$ cat src/rtl/writeback_unit.sv
// Writeback queue: ALU and load results share a FIFO that drains one register-bank write per cycle.
// Optional combinational forwarding of queued values is enabled by defining WB_FORWARD_EN.
module writeback_unit #(
    parameter int FIFO_DEPTH = 4
) (
    input  logic        clk,
    input  logic        rst,
    input  logic        alu_valid,
    output logic        alu_ready,
    input  logic [4:0]  alu_reg,
    input  logic [31:0] alu_data,
    input  logic        mem_valid,
    output logic        mem_ready,
    input  logic [4:0]  mem_reg,
    input  logic [31:0] mem_data,
    output logic [4:0]  write_reg,
    output logic [31:0] write_data,
    output logic        write_enable,
    output logic [31:0] busy
`ifdef WB_FORWARD_EN
    ,
    input  logic [4:0]  fwd_query,
    output logic        fwd_hit,
    output logic [31:0] fwd_data
`endif
);

    localparam int PTR_W = $clog2(FIFO_DEPTH);
    localparam int CNT_W = PTR_W + 1;

    logic [4:0]       fifo_reg_q  [FIFO_DEPTH];
    logic [4:0]       fifo_reg_d  [FIFO_DEPTH];
    logic [31:0]      fifo_data_q [FIFO_DEPTH];
    logic [31:0]      fifo_data_d [FIFO_DEPTH];

    logic [PTR_W-1:0] wptr_q, wptr_d;
    logic [PTR_W-1:0] rptr_q, rptr_d;
    logic [CNT_W-1:0] count_q, count_d;
    logic             write_enable_q, write_enable_d;
    logic [4:0]       write_reg_q, write_reg_d;
    logic [31:0]      write_data_q, write_data_d;

    logic             push_mem, push_alu, pop;
    logic [PTR_W-1:0] alu_wptr;

    // Ready looks only at the registered count; the alu side keeps one slot
    // spare so a simultaneous mem+alu push can never overflow.
    assign mem_ready = !rst && (count_q < CNT_W'(FIFO_DEPTH));
    assign alu_ready = !rst && (count_q < CNT_W'(FIFO_DEPTH - 1));

    assign write_enable = write_enable_q;
    assign write_reg    = write_reg_q;
    assign write_data   = write_data_q;

    always_comb begin
        pop      = (count_q != '0);
        push_mem = mem_valid && mem_ready && (mem_reg != 5'd0);
        push_alu = alu_valid && alu_ready && (alu_reg != 5'd0);
        alu_wptr = wptr_q + PTR_W'(push_mem);

        for (int i = 0; i < FIFO_DEPTH; i++) begin
            fifo_reg_d[i]  = fifo_reg_q[i];
            fifo_data_d[i] = fifo_data_q[i];
        end
        // mem entry goes first so it is the older of a same-cycle pair
        if (push_mem) begin
            fifo_reg_d[wptr_q]  = mem_reg;
            fifo_data_d[wptr_q] = mem_data;
        end
        if (push_alu) begin
            fifo_reg_d[alu_wptr]  = alu_reg;
            fifo_data_d[alu_wptr] = alu_data;
        end

        wptr_d  = wptr_q + PTR_W'(push_mem) + PTR_W'(push_alu);
        rptr_d  = rptr_q + PTR_W'(pop);
        count_d = count_q + CNT_W'(push_mem) + CNT_W'(push_alu) - CNT_W'(pop);

        write_enable_d = pop;
        write_reg_d    = pop ? fifo_reg_q[rptr_q]  : write_reg_q;
        write_data_d   = pop ? fifo_data_q[rptr_q] : write_data_q;
    end

    always_comb begin
        logic [PTR_W-1:0] idx;
        idx  = '0;
        busy = '0;
        for (int i = 0; i < FIFO_DEPTH; i++) begin
            idx = rptr_q + PTR_W'(i);
            if (CNT_W'(i) < count_q) begin
                busy[fifo_reg_q[idx]] = 1'b1;
            end
        end
        if (write_enable_q) begin
            busy[write_reg_q] = 1'b1;
        end
        busy[0] = 1'b0;
    end

`ifdef WB_FORWARD_EN
    // Scan oldest to youngest so the last match wins; the write port is oldest.
    always_comb begin
        logic [PTR_W-1:0] idx;
        idx      = '0;
        fwd_hit  = 1'b0;
        fwd_data = '0;
        if (fwd_query != 5'd0) begin
            if (write_enable_q && (write_reg_q == fwd_query)) begin
                fwd_hit  = 1'b1;
                fwd_data = write_data_q;
            end
            for (int i = 0; i < FIFO_DEPTH; i++) begin
                idx = rptr_q + PTR_W'(i);
                if ((CNT_W'(i) < count_q) && (fifo_reg_q[idx] == fwd_query)) begin
                    fwd_hit  = 1'b1;
                    fwd_data = fifo_data_q[idx];
                end
            end
        end
    end
`endif

    always_ff @(posedge clk) begin
        fifo_reg_q  <= fifo_reg_d;
        fifo_data_q <= fifo_data_d;
    end

    always_ff @(posedge clk or posedge rst) begin
        if (rst) begin
            wptr_q         <= '0;
            rptr_q         <= '0;
            count_q        <= '0;
            write_enable_q <= 1'b0;
            write_reg_q    <= '0;
            write_data_q   <= '0;
        end else begin
            wptr_q         <= wptr_d;
            rptr_q         <= rptr_d;
            count_q        <= count_d;
            write_enable_q <= write_enable_d;
            write_reg_q    <= write_reg_d;
            write_data_q   <= write_data_d;
        end
    end

endmodule

$ cat config.mk
export PLATFORM = sky130hd
export DESIGN_NAME = writeback_unit
export DESIGN_NICKNAME = d
export VERILOG_FILES = /design/src/rtl/writeback_unit.sv
export SDC_FILE = /design/constraint.sdc
export NUM_CORES = 1
export LEC_CHECK = 0
export ABC_AREA = 1
export CELL_PAD_IN_SITES_DETAIL_PLACEMENT = 0
export CELL_PAD_IN_SITES_GLOBAL_PLACEMENT = 1
export CORE_MARGIN = 5
export CORE_UTILIZATION = 39
export CTS_CLUSTER_DIAMETER = 150
export DETAILED_ROUTE_END_ITERATION = 8
export PLACE_DENSITY_LB_ADDON = 0.12
export SLEW_MARGIN = 10
export SYNTH_ARGS = -nofsm -noshare
export SYNTH_HDL_FRONTEND = slang
export SYNTH_SLANG_ARGS = --single-unit
$ cat constraint.sdc
create_clock -name clk -period 3 [get_ports clk]
set_input_delay 0.3 -clock clk [delete_from_list [all_inputs] [get_ports clk]]
set_output_delay 0.3 -clock clk [all_outputs]
set_load 0.02 [all_outputs]
==> flow_summary.yaml, run 1 <==
outcome:
  outcome: "complete, no violations"
worst_setup_path:
  timing_worst_setup_path_type: "register to primary output"
  crit_path_start_kind: "register"
  worstRegToRegCells: 10
  crit_path_max_incr_delay_ns: 0.47
  slowest_stage: "sky130_fd_sc_hd__dfrtp_2"
  path_cells: "buf_12 -> o21ai_0 -> nand2_1 -> nand2_2 -> nor2_1 -> buf_4 -> nand2_1 -> nand2_1 -> nor2_1 -> nand2_1 -> dlygate4sd2_1"
  worst_ep_arrival_time_ns: 2.55
  crit-reg2reg-capture: "fifo_data_q[36]$_DFF_P_"
  r2r-start: "count_q[2]$_DFF_PP0_"
  r2r_slack_ns: 0.54
  critPathRequiredTime_ns: 2.70
  worst_setup_path_end_kind: "primary output"
  crit_fanout: 43
  cpMostUsedCell: "sky130_fd_sc_hd__nand2_1"
  critical_path.startpoint: "rptr_q[0]$_DFF_PP0_"
placed_design:
  dp_hpwl_um: 31200
  place.gp.congestion: 0.913
  port-buffer-count: 148
  placed_cell_area_mm2: 0.0148
synth:
  syn_area_mm2: 0.0131
  synth_nets: 2387
  synthDistinctLibCells: 36
  synth_seq_area_share_pct: 31.2
  synth_area_per_cell_um2: 5.70
  ys.warnings.count: 0
  synth_cells: 2301
  postSynthRegisterBits: 193
pwr:
  worst_ir_drop_vdd_mv: 0.487
  power_leakage_nw: 7.78
  cellPowerDensity_mw_per_mm2: 1210
  report.power.total_mw: 19.0
floorplanning:
  placementRows: 67
  dieHeight_um: 193
  floorplan.initialDensity_pct: 39.3
  die_x_um: 193
  die-area_mm2: 0.0374
  core-area_mm2: 0.0334
  num_io_pins: 150
clock_tree:
  worst_setup_hold_path_clk_slew_ns: 0.08
  clk_latency_worst_skew_pair_ns: 0.46
  cts.path.max_buffers: 2
  tritoncts_clock_tree: "done"
  ctsRootBufferMaster: "sky130_fd_sc_hd__clkbuf_16"
  clock_sink_count: 193
  cts_hold_buf: 0
  clock_tree.htree_level_count: 4
  number_of_cts_inserted_buffers: 17
sta:
  final-max-slew-violation-count: 0
  clock_skew_ns: 0.0174
  period_utilisation_layout_pct: 94.9
  fin_tns_setup_ns: 0
  rsz0062_at_grt: "no"
  final_hold_viol_count: 0
  worst-slew-pin-transition_ns: 0.974
  min_period_ns: 2.85
  slew-limit-headroom_pct: 35.0
  whs_ns: 0.391
  final-setup-viol-count: 0
  fmax_mhz: 351
global_routing:
  grt.overflow.total: 0
  global_route_wire_length_before_repair_um: 75500
  grt.met3_usage_pct: 3.36
  grt_util_met1_pct: 33.6
  groute.layer.met2.usage_pct: 42.6
  grt.busiest_layer: "met2"
  grt_pass1_vias: 13400
  gr-usage-all-layers_pct: 24.8
  grt_start_max_net_pins: 199
  number_of_antenna_violations_at_the_first_check_in_global_routing: 0
drt:
  vias: 14400
  antenna_violating_nets_post_route: 0
  route.detailed.vias_per_inst: 5.02
  detailedRoute.firstIterationViolations: 1054
  detail_route.wl_per_cell_um: 16.7
  post-route-drc-count: 0
  drt_pass1_iterations: 6
  detail_route.wirelength_um: 47700
layout:
  mostFrequentLayoutCell: "sky130_fd_sc_hd__nand2_1"
  largest_register_ff_count: 128
  finalCoreUtilization_pct: 47.0
  layout-drive-gt1-share_pct: 6.01
  final_design_area_no_fill_mm2: 0.0157
  layout.cells.most_common_list: "sky130_fd_sc_hd__nand2_1, sky130_fd_sc_hd__nor2_1, sky130_fd_sc_hd__o21ai_0"
  final_net_count: 2486
  layout-area-overhead-vs-synth_pct: 19.5
  largest_register_by_flop_count: "fifo_data_q"
  fillerInstances: 3558
  diodes: 0
min_path:
  hold_class: "input port to asynchronous set/reset pin"
flow_run:
  max_cap_violations: 0
metal layers:
layer | share of wire [%] | vias to the layer above
met1 | 47 | 6556
met2 | 47 | 403
met3 | 4.6 | 43
met4 | 1.3 | 0
met5 | 0 | -
li1 | - | 7355
power by group:
| part | total, mW | switching [mW] | internal (mW) | leakage (nW) |
|---|---|---|---|---|
| clock network | 2.50 | 1.13 | 1.37 | 0.303 |
| registers | 4.83 | 0.936 | 3.89 | 1.79 |
| logic | 11.6 | 7.58 | 4.06 | 5.69 |
through the flow:
| step | instances | setup slack (ns) |
|---|---|---|
| 2_1_floorplan | 2301 | 0.476 |
| 3_3_place_gp | 2814 | 0.0160 |
| 3_5_place_dp | 2814 | 0.0407 |
| 4_1_cts | 2856 | -0.140 |
| 5_1_grt | 2861 | 0.00434 |
| 6_report | 2861 | 0.153 |
logic make-up after synthesis:
| logic type | count (synthesis) | share of synthesized area, % |
|---|---|---|
| compound gates | 303 | 12.7 |
| other cells | 1 | 0.0286 |
| simple gates | 1544 | 45.6 |
| flops | 193 | 31.2 |
| buf+inv | 248 | 9.30 |
| fa+ha+maj | 8 | 0.877 |
| xor+xnor | 4 | 0.324 |
worst max-delay path, delay by kind of cell, from the launching register on:
| kind | cells | cell delay [ns] |
|---|---|---|
| AO/OA/AOI/OAI | 1 | 0.25 |
| flip-flops | 1 | 0.47 |
| buffers and inverters | 3 | 0.67 |
| AND/OR/NAND/NOR | 7 | 0.68 |
synth_stat cells, drive strengths merged:
library cell	instances	area share, %
nand2	824	24
or2	1	0.048
dfrtp	45	8.6
inv	125	3.6
nor3b	1	0.095
buf	75	4.3
nor3	12	0.54
ha	6	0.57
nand3	63	2.6
conb	1	0.029
xnor2	3	0.26
dfxtp	148	23
o21ai	230	8.8
o22a	9	0.60
nor2	641	19
and2	1	0.048
clkbuf	48	1.4
a21oi	7	0.27
a31oi	23	1.1
fa	2	0.31
xor2	1	0.067
nand4	1	0.048
a22oi	34	1.9
worst max path at each step:
stage | to | slack [ns] | cells past startpoint
2_1_floorplan | count_q[2]$_DFF_PP0_ | 0.48 | 10
3_3_place_gp | busy[7] | 0.02 | 9
3_5_place_dp | busy[7] | 0.04 | 9
4_1_cts | busy[24] | -0.14 | 11
5_1_grt | busy[14] | 0.004 | 14
6_report | busy[29] | 0.15 | 11
cell type report:
class	instances	area, µm²	area share, %
Multi-Input combinational cell	1860	7950	50.7
Inverter	125	474	3.02
Tap cell	448	561	3.57
Sequential cell	193	4090	26.1
Clock inverter	13	175	1.12
Timing Repair Buffer	203	1970	12.6
Clock buffer	19	453	2.89
timing repair:
item | CTS | global route
endpoints found under the setup margin | 31 | 26
hold endpoints to repair | 0 | 0
pin swaps | 1 | 2
setup buffers | 10 | 5
resized for setup | 56 | 23
No activity file was read; power rests on OpenSTA's default activity.
==> inputs of run 2 (changes only) <==
--- a/config.mk
+++ b/config.mk
@@ -12,6 +12,7 @@
 export CORE_UTILIZATION = 39
 export CTS_CLUSTER_DIAMETER = 150
 export DETAILED_ROUTE_END_ITERATION = 8
+export HOLD_SLACK_MARGIN = 0.15
 export PLACE_DENSITY_LB_ADDON = 0.12
 export SLEW_MARGIN = 10
 export SYNTH_ARGS = -nofsm -noshare
==> results of run 2 <==
No change in the layout: final DEF, timing and power equal those of run 1.
==> inputs of run 3 (changes only) <==
--- a/config.mk
+++ b/config.mk
@@ -13,6 +13,7 @@
 export CTS_CLUSTER_DIAMETER = 150
 export DETAILED_ROUTE_END_ITERATION = 8
 export HOLD_SLACK_MARGIN = 0.15
+export MAX_ROUTING_LAYER = met4
 export PLACE_DENSITY_LB_ADDON = 0.12
 export SLEW_MARGIN = 10
 export SYNTH_ARGS = -nofsm -noshare
==> run 3 against run 2 <==
The run now ends with setup timing left; critical path depth unchanged; sequential cell count is the same; hold slack worse by 0.0028 ns; clock skew decreased by 0.0015 ns; combinational power about the same.
==> flow_summary.yaml, run 3 (synthesis gave the netlist of run 1 again) <==
placed_design:
  port-buffer-count: 148
  place.gp.congestion: 0.885
  dp_hpwl_um: 31100
global_routing:
  gr-usage-all-layers_pct: 25.5
  grt_start_max_net_pins: 199
  global_route_wire_length_before_repair_um: 74900
  grt_pass1_vias: 13100
  grt.overflow.total: 0
  number_of_antenna_violations_at_the_first_check_in_global_routing: 1
sta:
  final-max-slew-violation-count: 0
  final_hold_viol_count: 0
  rsz0062_at_grt: "yes"
  whs_ns: 0.389
  setup_slack_ns: -0.0731
  min_period_ns: 3.07
  slew-limit-headroom_pct: 38.7
  worst-slew-pin-transition_ns: 0.918
  final-setup-viol-count: 2
  fmax_mhz: 325
  clock_skew_ns: 0.0158
  period_utilisation_layout_pct: 102
drt:
  route.detailed.vias_per_inst: 5.02
  antenna_violating_nets_post_route: 0
  post-route-drc-count: 0
  detail_route.wl_per_cell_um: 16.7
  detailedRoute.firstIterationViolations: 1239
  detail_route.wirelength_um: 47800
  drt_pass1_iterations: 5
  vias: 14400
flow_run:
  max_cap_violations: 0
pwr:
  power.switching_mw: 9.71
  report.power.total_mw: 18.7
  part_of_the_total_power_dissipated_in_the_clock_network_pct: 12.3
  worst_ir_drop_vdd_mv: 0.544
  cellPowerDensity_mw_per_mm2: 1200
  power_leakage_nw: 7.85
  power.internal_mw: 8.99
  power_frac_comb_pct: 61.8
  netSwitchingFraction_pct: 51.9
  power.sequential.fraction_pct: 25.9
layout:
  layout-area-overhead-vs-synth_pct: 18.9
  layout-drive-gt1-share_pct: 5.98
  largest_register_by_flop_count: "fifo_data_q"
  fillerInstances: 3590
  layout.cells.most_common_list: "sky130_fd_sc_hd__nand2_1, sky130_fd_sc_hd__nor2_1, sky130_fd_sc_hd__o21ai_0"
  largest_register_ff_count: 128
  mostFrequentLayoutCell: "sky130_fd_sc_hd__nand2_1"
  final_net_count: 2480
worst_setup_path:
  worstRegToRegCells: 9
  critPathTopFamily: "simple AND/OR/NAND/NOR gates"
  crit-reg2reg-capture: "count_q[2]$_DFF_PP0_"
  cpMostUsedCell: "sky130_fd_sc_hd__nand2_1"
  critPathBufInv: 2
  path_depth: 11
  timing_worst_setup_path_type: "register to primary output"
  endpoint: "busy[21]"
  crit_path_start_kind: "register"
  r2r-start: "count_q[2]$_DFF_PP0_"
  crit_fanout: 40
  r2r_slack_ns: 0.51
  critPathRequiredTime_ns: 2.70
  crit_path_max_incr_delay_ns: 0.61
  critical_path.startpoint: "rptr_q[0]$_DFF_PP0_"
  worst_setup_path_end_kind: "primary output"
  worst_ep_arrival_time_ns: 2.77
  path_cells: "buf_12 -> nand2_1 -> o21ai_1 -> nand2_1 -> nand2_1 -> nor2_2 -> nand2_1 -> nand2_1 -> nor2_1 -> nand2_1 -> clkdlybuf4s50_1"
  slowest_stage: "sky130_fd_sc_hd__clkdlybuf4s50_1"
clock_tree:
  clock_tree.htree_level_count: 4
  ctsRootBufferMaster: "sky130_fd_sc_hd__clkbuf_16"
  cts_hold_buf: 0
  cts.path.max_buffers: 2
  number_of_cts_inserted_buffers: 17
  clock_sink_count: 193
  tritoncts_clock_tree: "done"
  worst_setup_hold_path_clk_slew_ns: 0.09
  clk_latency_worst_skew_pair_ns: 0.46
floorplanning:
  dieHeight_um: 193
  die_x_um: 193
  placementRows: 67
  core-area_mm2: 0.0334
  num_io_pins: 150
  floorplan.initialDensity_pct: 39.3
  die-area_mm2: 0.0374
min_path:
  hold_class: "input port to asynchronous set/reset pin"
outcome:
  outcome: "complete, but fails checks"
  violations: "setup timing"
## run 3: cell count changes in the layout (fill, tap and decap cells not counted), moves of 4 or more
cell,change
sky130_fd_sc_hd__dlymetal6s2s_1,+11
sky130_fd_sc_hd__nand3_2,+4
sky130_fd_sc_hd__dlygate4sd2_1,-17
sky130_fd_sc_hd__clkbuf_2,+5
sky130_fd_sc_hd__nand3_1,-4
## run 3: metrics by stage
stage / setup TNS, ns / std cells / utilization, % / area, µm² / worst slack (ns)
global route: -0.500 / 2856 / 46.8 / 15600 / -0.259
detailed placement: 0 / 2816 / 44.4 / 14800 / 0.151
floorplan: 0 / 2301 / - / 13100 / 0.476
finish: -0.0880 / 2856 / 46.8 / 15600 / -0.0731
CTS: -2.40 / 2850 / 46.3 / 15500 / -0.181
global placement: 0 / 2816 / 44.4 / 14800 / 0.141
## run 3: what timing repair did
action,CTS,global route
pin swaps,0,2
setup buffers,2,5
gates resized for setup,29,53
cloned,0,0
setup endpoints to repair,31,30
## run 3: how the worst min path moves through the flow
stage                                 start                         end  slack [ns]  cells past startpoint
global route                            rst         rptr_q[1]$_DFF_PP0_        0.42                      2
CTS                                     rst         rptr_q[1]$_DFF_PP0_        0.39                      2
finish                                  rst         rptr_q[1]$_DFF_PP0_        0.39                      2
global placement    fifo_data_q[11]$_DFF_P_  write_data[11]$_DFFE_PP0N_        0.48                      2
detailed placement   fifo_data_q[8]$_DFF_P_   write_data[8]$_DFFE_PP0N_        0.49                      2
floorplan                        alu_reg[0]      fifo_reg_q[10]$_DFF_P_        0.43                      2
## run 3: layout make-up
class                      instances  area, µm²  area share (%)
multi-input combinational       1860       7970            51.1
sequential                       193       4090            26.2
timing repair buffer             197       1930            12.4
tap                              448        561            3.59
inverter                         125        474            3.04
clock buffer                      17        425            2.73
clock inverter                    15        151           0.970
antenna                            1       2.50          0.0160
## run 3: worst reg2reg max path: stages, from the launching register on
cell and delay, ns:
sky130_fd_sc_hd__dfrtp_1 0.38, sky130_fd_sc_hd__buf_4 0.19, sky130_fd_sc_hd__nor3b_2 0.25, sky130_fd_sc_hd__nand2_4 0.12, sky130_fd_sc_hd__buf_4 0.17, sky130_fd_sc_hd__ha_1 0.27, sky130_fd_sc_hd__inv_1 0.05, sky130_fd_sc_hd__fa_1 0.42
sky130_fd_sc_hd__fa_1 0.40, sky130_fd_sc_hd__xnor2_1 0.13
## run 3: layer usage
| layer | track usage (%) | vias to the layer above | share of wire (%) |
|---|---|---|---|
| met2 | 41.5 | 377 | 47 |
| met1 | 34.2 | 6583 | 47 |
| li1 | - | 7346 | - |
| met5 | - | - | 0 |
| met3 | 3.97 | 44 | 4.7 |
| met4 | 4.85 | 0 | 1.3 |
## run 3: power groups by stage
stage	combinational, mW	sequential [mW]	clock [mW]
after floorplan	7.47	4.91	0
after CTS	11.4	4.83	2.36
after detailed placement	11.3	4.88	0
after global placement	11.1	4.84	0
final	11.6	4.85	2.30
after global routing	13.0	5.00	2.47
